==> config.mk <==
export PLATFORM = sky130hd
export DESIGN_NAME = rgb_to_ycbcr
export DESIGN_NICKNAME = d
export VERILOG_FILES = /design/src/rtl/rgb_to_ycbcr.sv
export SDC_FILE = /design/constraint.sdc
export NUM_CORES = 1
export LEC_CHECK = 0
export ABC_AREA = 1
export ABC_CLOCK_PERIOD_IN_PS = 10800
export CAP_MARGIN = 5
export CORE_MARGIN = 8
export CORE_UTILIZATION = 30
export CTS_BUF_LIST = sky130_fd_sc_hd__clkbuf_2
export DETAILED_ROUTE_END_ITERATION = 6
export PLACE_DENSITY = 0.45
export SYNTH_ARGS = -nofsm -noshare
export SYNTH_HDL_FRONTEND = slang
export SYNTH_SLANG_ARGS = --single-unit
==> constraint.sdc <==
create_clock -name clk -period 10.8 [get_ports clk]
set_input_delay 1.62 -clock clk [delete_from_list [all_inputs] [get_ports clk]]
set_output_delay 1.62 -clock clk [all_outputs]
set_load 0.01 [all_outputs]
==> src/rtl/rgb_to_ycbcr.sv <==
// BT.601 RGB -> YCbCr converter: four register stages, one pixel per clock,
// with sof/eol sideband carried alongside and an output-side line-length checker.
module rgb_to_ycbcr #(
  parameter int H_ACTIVE = 640,
  parameter int CNT_W    = 12
) (
  input  logic       clk,
  input  logic       rst_n,
  input  logic       in_valid,
  input  logic [7:0] in_R,
  input  logic [7:0] in_G,
  input  logic [7:0] in_B,
  input  logic       in_sof,
  input  logic       in_eol,
  output logic       out_valid,
  output logic [7:0] Y,
  output logic [7:0] Cb,
  output logic [7:0] Cr,
  output logic       out_sof,
  output logic       out_eol,
  output logic       err_line_len
);

  // Handshake: no backpressure. in_valid=1 means the pixel is taken on this
  // edge; out_valid=1 means Y/Cb/Cr/out_sof/out_eol are meaningful this cycle.

  // Bit 0 is S1, bit 3 is the output stage.
  logic [3:0] vld_q, vld_d;
  logic [3:0] sof_q, sof_d;
  logic [3:0] eol_q, eol_d;

  logic [7:0] r_q, r_d, g_q, g_d, b_q, b_d;

  // Product order: Y(R,G,B), Cb(R,G,B), Cr(R,G,B).
  logic signed [17:0] prod_q [9];
  logic signed [17:0] prod_d [9];

  logic signed [19:0] sum_y_q, sum_y_d, sum_cb_q, sum_cb_d, sum_cr_q, sum_cr_d;

  logic [7:0] y_q, y_d, cb_q, cb_d, cr_q, cr_d;

  logic [CNT_W-1:0] cnt_q, cnt_d, cnt_cur;
  logic             err_q, err_d;

  function automatic logic signed [17:0] mulc(input logic [7:0] x,
                                              input logic signed [17:0] k);
    logic signed [17:0] xe;
    xe = $signed({10'd0, x});
    return xe * k;
  endfunction

  function automatic logic signed [19:0] sx20(input logic signed [17:0] x);
    return $signed({{2{x[17]}}, x});
  endfunction

  // Dropping the low 8 bits of a two's-complement sum is a floor shift.
  function automatic logic [7:0] scale_clamp(input logic signed [19:0] s,
                                             input logic signed [12:0] offs,
                                             input logic signed [12:0] lo,
                                             input logic signed [12:0] hi);
    logic signed [12:0] v;
    v = $signed({s[19], s[19:8]}) + offs;
    if (v < lo)      return lo[7:0];
    else if (v > hi) return hi[7:0];
    else             return v[7:0];
  endfunction

  always_comb begin
    vld_d = {vld_q[2:0], in_valid};
    sof_d = {sof_q[2:0], in_valid & in_sof};
    eol_d = {eol_q[2:0], in_valid & in_eol};

    r_d = r_q;
    g_d = g_q;
    b_d = b_q;
    if (in_valid) begin
      r_d = in_R;
      g_d = in_G;
      b_d = in_B;
    end

    for (int i = 0; i < 9; i++) prod_d[i] = prod_q[i];
    if (vld_q[0]) begin
      prod_d[0] = mulc(r_q,  18'sd66);
      prod_d[1] = mulc(g_q,  18'sd129);
      prod_d[2] = mulc(b_q,  18'sd25);
      prod_d[3] = mulc(r_q, -18'sd38);
      prod_d[4] = mulc(g_q, -18'sd74);
      prod_d[5] = mulc(b_q,  18'sd112);
      prod_d[6] = mulc(r_q,  18'sd112);
      prod_d[7] = mulc(g_q, -18'sd94);
      prod_d[8] = mulc(b_q, -18'sd18);
    end

    sum_y_d  = sum_y_q;
    sum_cb_d = sum_cb_q;
    sum_cr_d = sum_cr_q;
    if (vld_q[1]) begin
      sum_y_d  = sx20(prod_q[0]) + sx20(prod_q[1]) + sx20(prod_q[2]) + 20'sd128;
      sum_cb_d = sx20(prod_q[3]) + sx20(prod_q[4]) + sx20(prod_q[5]) + 20'sd128;
      sum_cr_d = sx20(prod_q[6]) + sx20(prod_q[7]) + sx20(prod_q[8]) + 20'sd128;
    end

    y_d  = y_q;
    cb_d = cb_q;
    cr_d = cr_q;
    if (vld_q[2]) begin
      y_d  = scale_clamp(sum_y_q,  13'sd16,  13'sd16, 13'sd235);
      cb_d = scale_clamp(sum_cb_q, 13'sd128, 13'sd16, 13'sd240);
      cr_d = scale_clamp(sum_cr_q, 13'sd128, 13'sd16, 13'sd240);
    end

    // Count including the pixel currently on the output; sof restarts the line.
    if (sof_q[3])     cnt_cur = CNT_W'(1);
    else if (&cnt_q)  cnt_cur = cnt_q;
    else              cnt_cur = cnt_q + 1'b1;

    cnt_d = cnt_q;
    err_d = 1'b0;
    if (vld_q[3]) begin
      cnt_d = cnt_cur;
      if (eol_q[3]) begin
        err_d = (cnt_cur != CNT_W'(H_ACTIVE));
        cnt_d = '0;
      end
    end
  end

  always_ff @(posedge clk or negedge rst_n) begin
    if (!rst_n) begin
      vld_q    <= '0;
      sof_q    <= '0;
      eol_q    <= '0;
      r_q      <= '0;
      g_q      <= '0;
      b_q      <= '0;
      for (int i = 0; i < 9; i++) prod_q[i] <= '0;
      sum_y_q  <= '0;
      sum_cb_q <= '0;
      sum_cr_q <= '0;
      y_q      <= 8'd16;
      cb_q     <= 8'd128;
      cr_q     <= 8'd128;
      cnt_q    <= '0;
      err_q    <= 1'b0;
    end else begin
      vld_q    <= vld_d;
      sof_q    <= sof_d;
      eol_q    <= eol_d;
      r_q      <= r_d;
      g_q      <= g_d;
      b_q      <= b_d;
      for (int i = 0; i < 9; i++) prod_q[i] <= prod_d[i];
      sum_y_q  <= sum_y_d;
      sum_cb_q <= sum_cb_d;
      sum_cr_q <= sum_cr_d;
      y_q      <= y_d;
      cb_q     <= cb_d;
      cr_q     <= cr_d;
      cnt_q    <= cnt_d;
      err_q    <= err_d;
    end
  end

  assign out_valid    = vld_q[3];
  assign out_sof      = sof_q[3];
  assign out_eol      = eol_q[3];
  assign Y            = y_q;
  assign Cb           = cb_q;
  assign Cr           = cr_q;
  assign err_line_len = err_q;

endmodule

==> qor.yml, run 1 <==
outcome:
  status: "finished, final reports clean"
cts:
  ctsLongestPathBuffers: 3
  cts_buffers: 70
  h-tree-depth: 3
  cts_resized: 0
  insertion_delay_ns: 1.01
  cts_num_sinks: 222
  root_buffer: "clkbuf_2"
  cts_tree: "done"
  ctsHoldBuffers: 0
  cts.reportedPaths.clkPinSlew_ns: 0.09
  post_cts_buffers: 0
hold_path:
  hold_path.class: "register to register"
  hold_depth: 0
  min_to: "sof_q[2]"
  min_from: "sof_q[1]"
yosys:
  synth_area_um2: 18700
  synthTopCellsByArea: "dfrtp_1, ha_1, nand2_1"
  ys_async_sr_fraction_pct: 100
  syn_area_per_cell_um2: 7.92
  synth_edf_count: 0
  ys_seq_area_share_pct: 29.7
  yosysUniqueCellTypes: 54
  synth_top_area_share_pct: 29.2
  yosys_register_bits: 222
  synth_warnings: 0
  synthFlopType: "dfrtp_1"
  synth_top_area_cell: "dfrtp_1"
  synthesis.nets: 2754
  syn_inst: 2367
floorplan:
  fp.dieW_um: 266
  fp.dieH_um: 266
  start_util_pct: 30.4
  rows: 91
  fp.dieArea_um2: 70700
  io_pins: 57
  core_region_area_um2: 61700
place:
  gp_congestion: 0.843
  hpwlAfterDp_um: 41000
  portBuffers: 56
timing:
  period_minus_slack_ns: 4.24
  skew_ns: 0.0820
  slew_headroom_pct: 37.2
  rsz0062_at_grt: "no"
  slew_violations: 0
  setup_tns_ns: 0
  fmax_ghz: 0.236
  worst_slew_pin_slew_ns: 0.943
  hold_viol_final: 0
  fin_crit_sh_pct: 39.3
  setup_viol_count_final: 0
grt:
  grt-ovfl-total: 0
  grt_pass1_wl_um: 83800
  grt_max_degree: 107
  antenna_found_initial: 2
  track_usage_pct: 14.9
  grt_pass1_vias: 15500
critical_path:
  path_class: "register to register"
  worstSetupEndpointType: "register"
  crit_required_ns: 11.66
  start_kind: "register"
  reg2reg_slack_ns: 6.56
  timing.rr.end: "prod_q[85]"
  worstPathArrival_ns: 5.10
  r2r-start: "g_q[4]"
  cp_max_fo: 10
  reg2reg_depth: 15
routing:
  via_per_inst: 4.49
  drc: 0
  ant_nets: 0
  wire_per_inst_um: 15.4
  dr.pass1.iters: 5
  vias: 15000
  drtIter0Drc: 620
  wirelength_um: 51500
run:
  drv_cap: 0
power_and_ir_drop:
  p_per_area_nw_per_um2: 316
  max-vdd-ir-drop_v: 0.000144
  power_leakage_nw: 11.0
cells_and_area:
  layout.nets: 2846
  final_common_cell: "nand2_1"
  final_core_util_pct: 33.8
  drive_gt1_share_pct: 6.49
  area_growth_pct: 11.3
  final_cell_mix: "nand2_1, inv_1, ha_1"
## cells in the mapped netlist, types with 3 or more instances
library cell and n:
nand2_1 634, inv_1 380, nor2_4 6, a22o_1 5, xnor2_1 15, clkbuf_1 37
nor3_1 21, a21o_1 3, nand3b_1 8, o21ai_0 179, or2_2 10, buf_2 3
fa_1 96, dfstp_2 3, o21bai_1 3, nand2_2 7, nor4_1 3, xor2_1 36
nand3_1 121, nor2_1 132, a31oi_1 12, nand3_2 3, ha_1 262, nand4_1 27
o211ai_1 3, dfrtp_1 219, o22ai_1 13, o21ai_1 3, a21oi_1 86
## critical path, stage by stage, from the launching register on
cell and delay (ns):
dfrtp_1 0.56, inv_1 0.12, ha_1 0.40, fa_1 0.51, inv_1 0.05, fa_1 0.52
inv_1 0.05, fa_1 0.52, inv_1 0.04, ha_1 0.35, a21oi_1 0.12, o21ai_0 0.29
a21oi_1 0.13, or2_2 0.29, nand3_1 0.07, nand2_1 0.06
## cells by family after synthesis
| group | Yosys count | share of synthesized area, % |
|---|---|---|
| buffers and inverters | 425 | 8.57 |
| xor gates and xnor gates | 53 | 2.56 |
| adders and majority gates | 358 | 27.7 |
| DFF | 222 | 29.7 |
| and+or+nand+nor | 982 | 22.0 |
| AOI/OAI and AO/OA | 327 | 9.51 |
## how the worst max path moves through the flow
stage | start | end | slack (ns) | cells after the start
CTS | g_q[4] | prod_q[85] | 6.54 | 15
global placement | g_q[4] | prod_q[86] | 6.69 | 19
detailed placement | g_q[4] | prod_q[85] | 6.61 | 15
global route | g_q[4] | prod_q[85] | 6.23 | 15
floorplan | g_q[4] | prod_q[85] | 6.97 | 15
finish | g_q[4] | prod_q[85] | 6.56 | 15
## per-layer routing
metal	track usage, %	share of wire, %	routed length [um]	up-vias
met2	24.5	46	23500	195
met5	0	0	0	-
met3	3.08	3.7	1910	75
li1	-	-	-	7809
met4	3.99	2.1	1080	0
met1	19.8	49	25100	6968
## power breakdown
| group | switching [W] | leakage (nW) | internal [W] |
|---|---|---|---|
| sequential | 0.000272 | 2.73 | 0.00109 |
| combinational | 0.00290 | 7.77 | 0.00164 |
| clock | 0.000401 | 0.490 | 0.000281 |
| total | 0.00358 | 11.0 | 0.00301 |
## layout make-up
cell class,instances,area [um^2]
Clock buffer,105,526
Antenna cell,4,10.0
Sequential cell,222,5560
Fill cell,6603,40800
Timing Repair Buffer,63,613
Multi-Input combinational cell,1720,11600
Inverter,382,1440
Tap cell,837,1050
Clock inverter,18,96.3
## state kept, by name, summed over array words and instances, names as in the netlist
signal / count
prod_q: 115
sum_cb_q: 12
Cr: 8
Cb: 8
err_line_len: 1
g_q: 8
cnt_q: 12
sum_cr_q: 12
vld_q: 4
Y: 8
sof_q: 4
r_q: 8
b_q: 8
sum_y_q: 10
eol_q: 4
## stage by stage
| step | total power, W | cell area, um^2 | setup WS [ns] | cells | hold WS [ns] |
|---|---|---|---|---|---|
| floorplan | 0.00470 | 18700 | 6.97 | 2367 | 0.331 |
| global route | 0.00746 | 20900 | 6.23 | 3351 | 0.332 |
| global placement | 0.00592 | 20200 | 6.69 | 3224 | 0.332 |
| detailed placement | 0.00594 | 20200 | 6.61 | 3224 | 0.335 |
| CTS | 0.00669 | 20900 | 6.54 | 3347 | 0.331 |
| finish | 0.00659 | 20900 | 6.56 | 3351 | 0.344 |
Note: power is estimated with default switching activity, not from simulation.
==> run 2, diff against run 1 <==
--- a/config.mk
+++ b/config.mk
@@ -6,13 +6,13 @@
 export NUM_CORES = 1
 export LEC_CHECK = 0
 export ABC_AREA = 1
-export ABC_CLOCK_PERIOD_IN_PS = 10800
+export ABC_CLOCK_PERIOD_IN_PS = 3600
 export CAP_MARGIN = 5
 export CORE_MARGIN = 8
 export CORE_UTILIZATION = 30
 export CTS_BUF_LIST = sky130_fd_sc_hd__clkbuf_2
 export DETAILED_ROUTE_END_ITERATION = 6
-export PLACE_DENSITY = 0.45
+export PLACE_DENSITY = 0.46
 export SYNTH_ARGS = -nofsm -noshare
 export SYNTH_HDL_FRONTEND = slang
 export SYNTH_SLANG_ARGS = --single-unit
==> constraint.sdc (replaced) <==
create_clock -name clk -period 3.6 [get_ports clk]
set_input_delay 0.54 -clock clk [delete_from_list [all_inputs] [get_ports clk]]
set_output_delay 0.54 -clock clk [all_outputs]
set_load 0.01 [all_outputs]
==> qor.yml, run 2 (synthesis results as in run 1) <==
timing:
  finalWorstSetupSlack_ns: 0.0188
  hold_viol_final: 0
  fin_crit_sh_pct: 99.5
  rsz0062_at_grt: "yes"
  slew_headroom_pct: 39.8
  worst_slew_pin_slew_ns: 0.903
  period_minus_slack_ns: 3.58
  fmax_ghz: 0.279
  skew_ns: 0.114
  setup_tns_ns: 0
  setup_viol_count_final: 0
  slew_violations: 0
routing:
  vias: 15700
  top_layer: "met4"
  dr.pass1.iters: 5
  wirelength_um: 53200
  ant_nets: 0
  via_per_inst: 4.54
  wire_per_inst_um: 15.4
  dr_wl_met2_um: 23200
  drtIter0Drc: 643
  wl_met3_um: 2040
  drc: 0
  drt-met1-wl_um: 26400
place:
  hpwlAfterDp_um: 42300
  placedCellCount: 3305
  portBuffers: 56
  gp_congestion: 0.843
  place_ws_ns: -0.112
floorplan:
  fp.dieArea_um2: 70700
  io_pins: 57
  rows: 91
  fp.dieW_um: 266
  fp.dieH_um: 266
  core_region_area_um2: 61700
  start_util_pct: 30.4
critical_path:
  r2r-start: "g_q[4]"
  reg2reg_depth: 18
  reg2reg_slack_ns: 0.02
  path_class: "register to register"
  start_kind: "register"
  crit_required_ns: 4.50
  worstPathArrival_ns: 4.48
  cp_max_fo: 3
  worstSetupEndpointType: "register"
  timing.rr.end: "prod_q[86]"
hold_path:
  hold_depth: 3
  hold_path.class: "input port to register"
  min_from: "in_G[6]"
  min_to: "g_q[6]"
cts:
  h-tree-depth: 3
  ctsLongestPathBuffers: 3
  cts.reportedPaths.clkPinSlew_ns: 0.09
  root_buffer: "clkbuf_2"
  cts_num_sinks: 222
  insertion_delay_ns: 1.04
  cts_buffers: 70
  cts_tree: "done"
power_and_ir_drop:
  p_per_area_nw_per_um2: 946
  power_leakage_nw: 11.5
  max-vdd-ir-drop_v: 0.000541
grt:
  grt-ovfl-total: 0
  grt_max_degree: 67
  grt_pass1_wl_um: 86200
  grt_pass1_vias: 16200
  antenna_found_initial: 3
  track_usage_pct: 15.2
run:
  drv_cap: 0
outcome:
  status: "finished, final reports clean"
cells_and_area:
  layoutNonFillerInstCount: 3456
  final_common_cell: "nand2_1"
  layout.nets: 2955
  final_core_util_pct: 36.2
  regMostFlops: "prod_q"
  area_growth_pct: 19.3
  drive_gt1_share_pct: 13.6
  largest_register_ffs: 115
  final_cell_mix: "nand2_1, inv_1, ha_1"
run 2: changes by cell type in the layout (fill, tap and decap cells not counted), moves of 10 or more:
cell           change
dlygate4sd3_1     +17
ha_4              +24
inv_1             -24
nand3_1           -11
o21ai_0           -12
a21oi_2           +10
a21oi_1           -11
buf_4             +85
inv_2             +22
ha_1              -27
run 2: power breakdown:
group          switching, W  total (W)  internal, W  leakage (nW)
logic               0.00921     0.0150      0.00576          8.33
registers          0.000708    0.00398      0.00327          2.72
clock network       0.00123    0.00220     0.000974         0.503
run 2: through the flow:
step,hold WS [ns],instance area (um^2),total power [W]
6_report,0.161,22400,0.0212
5_1_grt,0.0588,22400,0.0238
4_1_cts,0.0126,21900,0.0209
3_5_place_dp,0.335,21000,0.0183
3_3_place_gp,0.331,21000,0.0182
2_1_floorplan,0.244,18800,0.0142
run 2: worst max path at each step:
| stage | from | endpoint | slack (ns) | depth (start not counted) |
|---|---|---|---|---|
| after global routing | g_q[4] | prod_q[86] | -0.17 | 20 |
| final | g_q[4] | prod_q[86] | 0.02 | 18 |
| after global placement | g_q[3] | prod_q[86] | -0.09 | 19 |
| after floorplan | g_q[2] | prod_q[85] | -0.04 | 19 |
| after CTS | g_q[7] | prod_q[86] | -0.002 | 18 |
| after detailed placement | g_q[2] | prod_q[85] | -0.11 | 19 |
run 2: worst max-delay path, cell delays in order (launching register included):
cell	delay, ns
dfrtp_2	0.45
inv_2	0.10
ha_4	0.21
fa_1	0.51
inv_2	0.04
fa_1	0.49
inv_2	0.04
fa_1	0.42
inv_2	0.08
ha_4	0.21
a21o_1	0.19
buf_4	0.14
a21oi_4	0.12
o21ai_2	0.09
nand2_1	0.08
nand2_1	0.05
nand2_1	0.06
nand3_1	0.07
a31oi_1	0.16
run 2: final cells by class:
| class | count | area [um^2] |
|---|---|---|
| antenna | 1 | 2.50 |
| clock buffer | 103 | 515 |
| clock inverter | 19 | 155 |
| fill | 6579 | 39400 |
| inverter | 382 | 1440 |
| multi-input combinational | 1720 | 12100 |
| sequential | 222 | 5570 |
| tap | 837 | 1050 |
| timing repair buffer | 172 | 1540 |
run 2: what timing repair did:
item / CTS / global route
endpoints found under the hold margin: 225 / 0
setup endpoints to repair: 6 / 18
gates resized for setup: 24 / 82
hold buffers: 17 / 0
buffers inserted: 3 / 8
pin swaps: 15 / 55
run 2: routing by layer:
metal,track usage [%],up-vias
met4,4.89,0
met5,0,-
met1,21.0,7293
li1,-,8049
met2,24.0,273
met3,2.72,85
==> run 3, diff against run 2 <==
--- a/config.mk
+++ b/config.mk
@@ -13,6 +13,7 @@
 export CTS_BUF_LIST = sky130_fd_sc_hd__clkbuf_2
 export DETAILED_ROUTE_END_ITERATION = 6
 export PLACE_DENSITY = 0.46
+export SETUP_SLACK_MARGIN = 0.02
 export SYNTH_ARGS = -nofsm -noshare
 export SYNTH_HDL_FRONTEND = slang
 export SYNTH_SLANG_ARGS = --single-unit
==> qor.yml, run 3 (synthesis results as in run 1) <==
critical_path:
  timing.rr.end: "prod_q[85]"
  critPathBufInv: 4
  path_class: "register to register"
  worstSetupEndpointType: "register"
  crit_required_ns: 4.53
  crit_slowest_cell: "fa_1"
  cp_slowest_stage_delay_ns: 0.56
  r2r-start: "g_q[3]"
  cp_cell_sequence: "buf_6, buf_6, ha_4, ha_4, inv_2, fa_1, inv_1, fa_1, ha_4, a21oi_2, nand2_2, nand2_2, nand2_2, a21oi_4, o21ai_2, a21oi_2, or2_4, nand3_2, nand2_1"
  reg2reg_slack_ns: 0.009
  cp_max_fo: 3
  worstPathArrival_ns: 4.53
  reg2reg_depth: 19
  start_kind: "register"
  crit_family: "adder cells"
hold_path:
  hold_depth: 3
  min_to: "b_q[1]"
  hold_path.class: "input port to register"
  min_from: "in_B[1]"
floorplan:
  fp.dieArea_um2: 70700
  io_pins: 57
  fp.dieH_um: 266
  core_region_area_um2: 61700
  rows: 91
  start_util_pct: 30.4
  fp.dieW_um: 266
grt:
  antenna_found_initial: 2
  grt_max_degree: 83
  grt-ovfl-total: 0
  grt_pass1_vias: 16000
  track_usage_pct: 15.2
  grt_pass1_wl_um: 86200
timing:
  skew_ns: 0.0717
  fin_crit_sh_pct: 99.7
  fmax_ghz: 0.279
  rsz0062_at_grt: "yes"
  hold_viol_final: 0
  slew_violations: 0
  slew_headroom_pct: 31.9
  setup_tns_ns: 0
  setup_viol_count_final: 0
  period_minus_slack_ns: 3.59
  worst_slew_pin_slew_ns: 1.02
  timing.hold.ws_ns: 0.173
cts:
  cts_buffers: 72
  insertion_delay_ns: 1.00
  h-tree-depth: 3
  cts.reportedPaths.clkPinSlew_ns: 0.10
  ctsLongestPathBuffers: 3
  cts_num_sinks: 222
  root_buffer: "clkbuf_2"
  cts_tree: "done"
power_and_ir_drop:
  pwr-share-seq_pct: 18.8
  combinationalPowerShare_pct: 70.9
  power.total_w: 0.0212
  clkPwrFrac_pct: 10.3
  p_per_area_nw_per_um2: 941
  power_leakage_nw: 11.6
  netSwitchingPower_w: 0.0111
  max-vdd-ir-drop_v: 0.000432
  internal-power_w: 0.0101
  switching_share_pct: 52.5
cells_and_area:
  layout.nets: 2976
  stdcell_area_um2: 22500
  final_common_cell: "nand2_1"
  drive_gt1_share_pct: 14.0
  final_core_util_pct: 36.5
  final_cell_mix: "nand2_1, inv_1, ha_1"
  area_growth_pct: 20.2
  regMostFlops: "prod_q"
  largest_register_ffs: 115
routing:
  via_per_inst: 4.54
  vias: 15800
  drtIter0Drc: 611
  wire_per_inst_um: 15.3
  dr.pass1.iters: 5
  wirelength_um: 53100
  ant_nets: 0
  drc: 0
run:
  drv_cap: 0
place:
  placed_cell_area_um2: 21100
  hpwlAfterDp_um: 42200
  gp_congestion: 0.844
  portBuffers: 56
outcome:
  status: "finished, final reports clean"
[run 3: stage by stage]
stage / setup WS [ns] / instances
finish: 0.00941 / 3472
global route: -0.158 / 3472
CTS: 0.0105 / 3465
detailed placement: -0.140 / 3315
global placement: -0.146 / 3315
floorplan: -0.0106 / 2367
[run 3: power by group through the flow]
stage	registers [W]	clock network [W]	logic, W
after floorplan	0.00384	0	0.0104
after CTS	0.00400	0.00233	0.0146
after global placement	0.00403	0	0.0142
final	0.00399	0.00218	0.0150
after detailed placement	0.00405	0	0.0143
after global routing	0.00410	0.00244	0.0173
[run 3: repair_timing]
item                                    CTS  global route
pin swaps                                11            52
endpoints found under the setup margin    9            18
buffers inserted                          9             7
hold buffers                             22             0
hold endpoints to repair                130             0
gates resized for setup                  22            83
gates cloned                              0             0
[run 3: metal layers]
layer / part of all wire (%) / global-route usage, % / up-vias
met5: 0 / 0 / -
met3: 3.4 / 2.71 / 95
met1: 50 / 21.1 / 7320
li1: - / - / 8089
met4: 2.4 / 4.55 / 0
met2: 44 / 24.1 / 250
[run 3: layout make-up]
cell class	instances	area, um^2
Antenna cell	1	2.50
Clock buffer	104	520
Clock inverter	15	140
Fill cell	6653	39200
Inverter	382	1440
Multi-Input combinational cell	1720	12100
Sequential cell	222	5570
Tap cell	837	1050
Timing Repair Buffer	191	1690
[run 3: worst max-delay path by stage]
stage                 from    endpoint  slack, ns  cells past startpoint
finish              g_q[3]  prod_q[85]      0.009                     19
global route        g_q[3]  prod_q[85]      -0.16                     19
CTS                 g_q[4]  prod_q[85]       0.01                     18
detailed placement  g_q[3]  prod_q[85]      -0.14                     19
global placement    g_q[2]  prod_q[85]      -0.15                     19
floorplan           g_q[2]  prod_q[85]      -0.01                     19
[run 3: worst register-to-register path: stages, from the launching register on]
cell and delay [ns]:
dfrtp_2 0.43, buf_6 0.12, buf_6 0.12, ha_4 0.16
ha_4 0.25, inv_2 0.03, fa_1 0.52, inv_1 0.05
fa_1 0.56, ha_4 0.23, a21oi_2 0.13, nand2_2 0.08
nand2_2 0.08, nand2_2 0.07, a21oi_4 0.18, o21ai_2 0.10
a21oi_2 0.18, or2_4 0.14, nand3_2 0.05, nand2_1 0.10
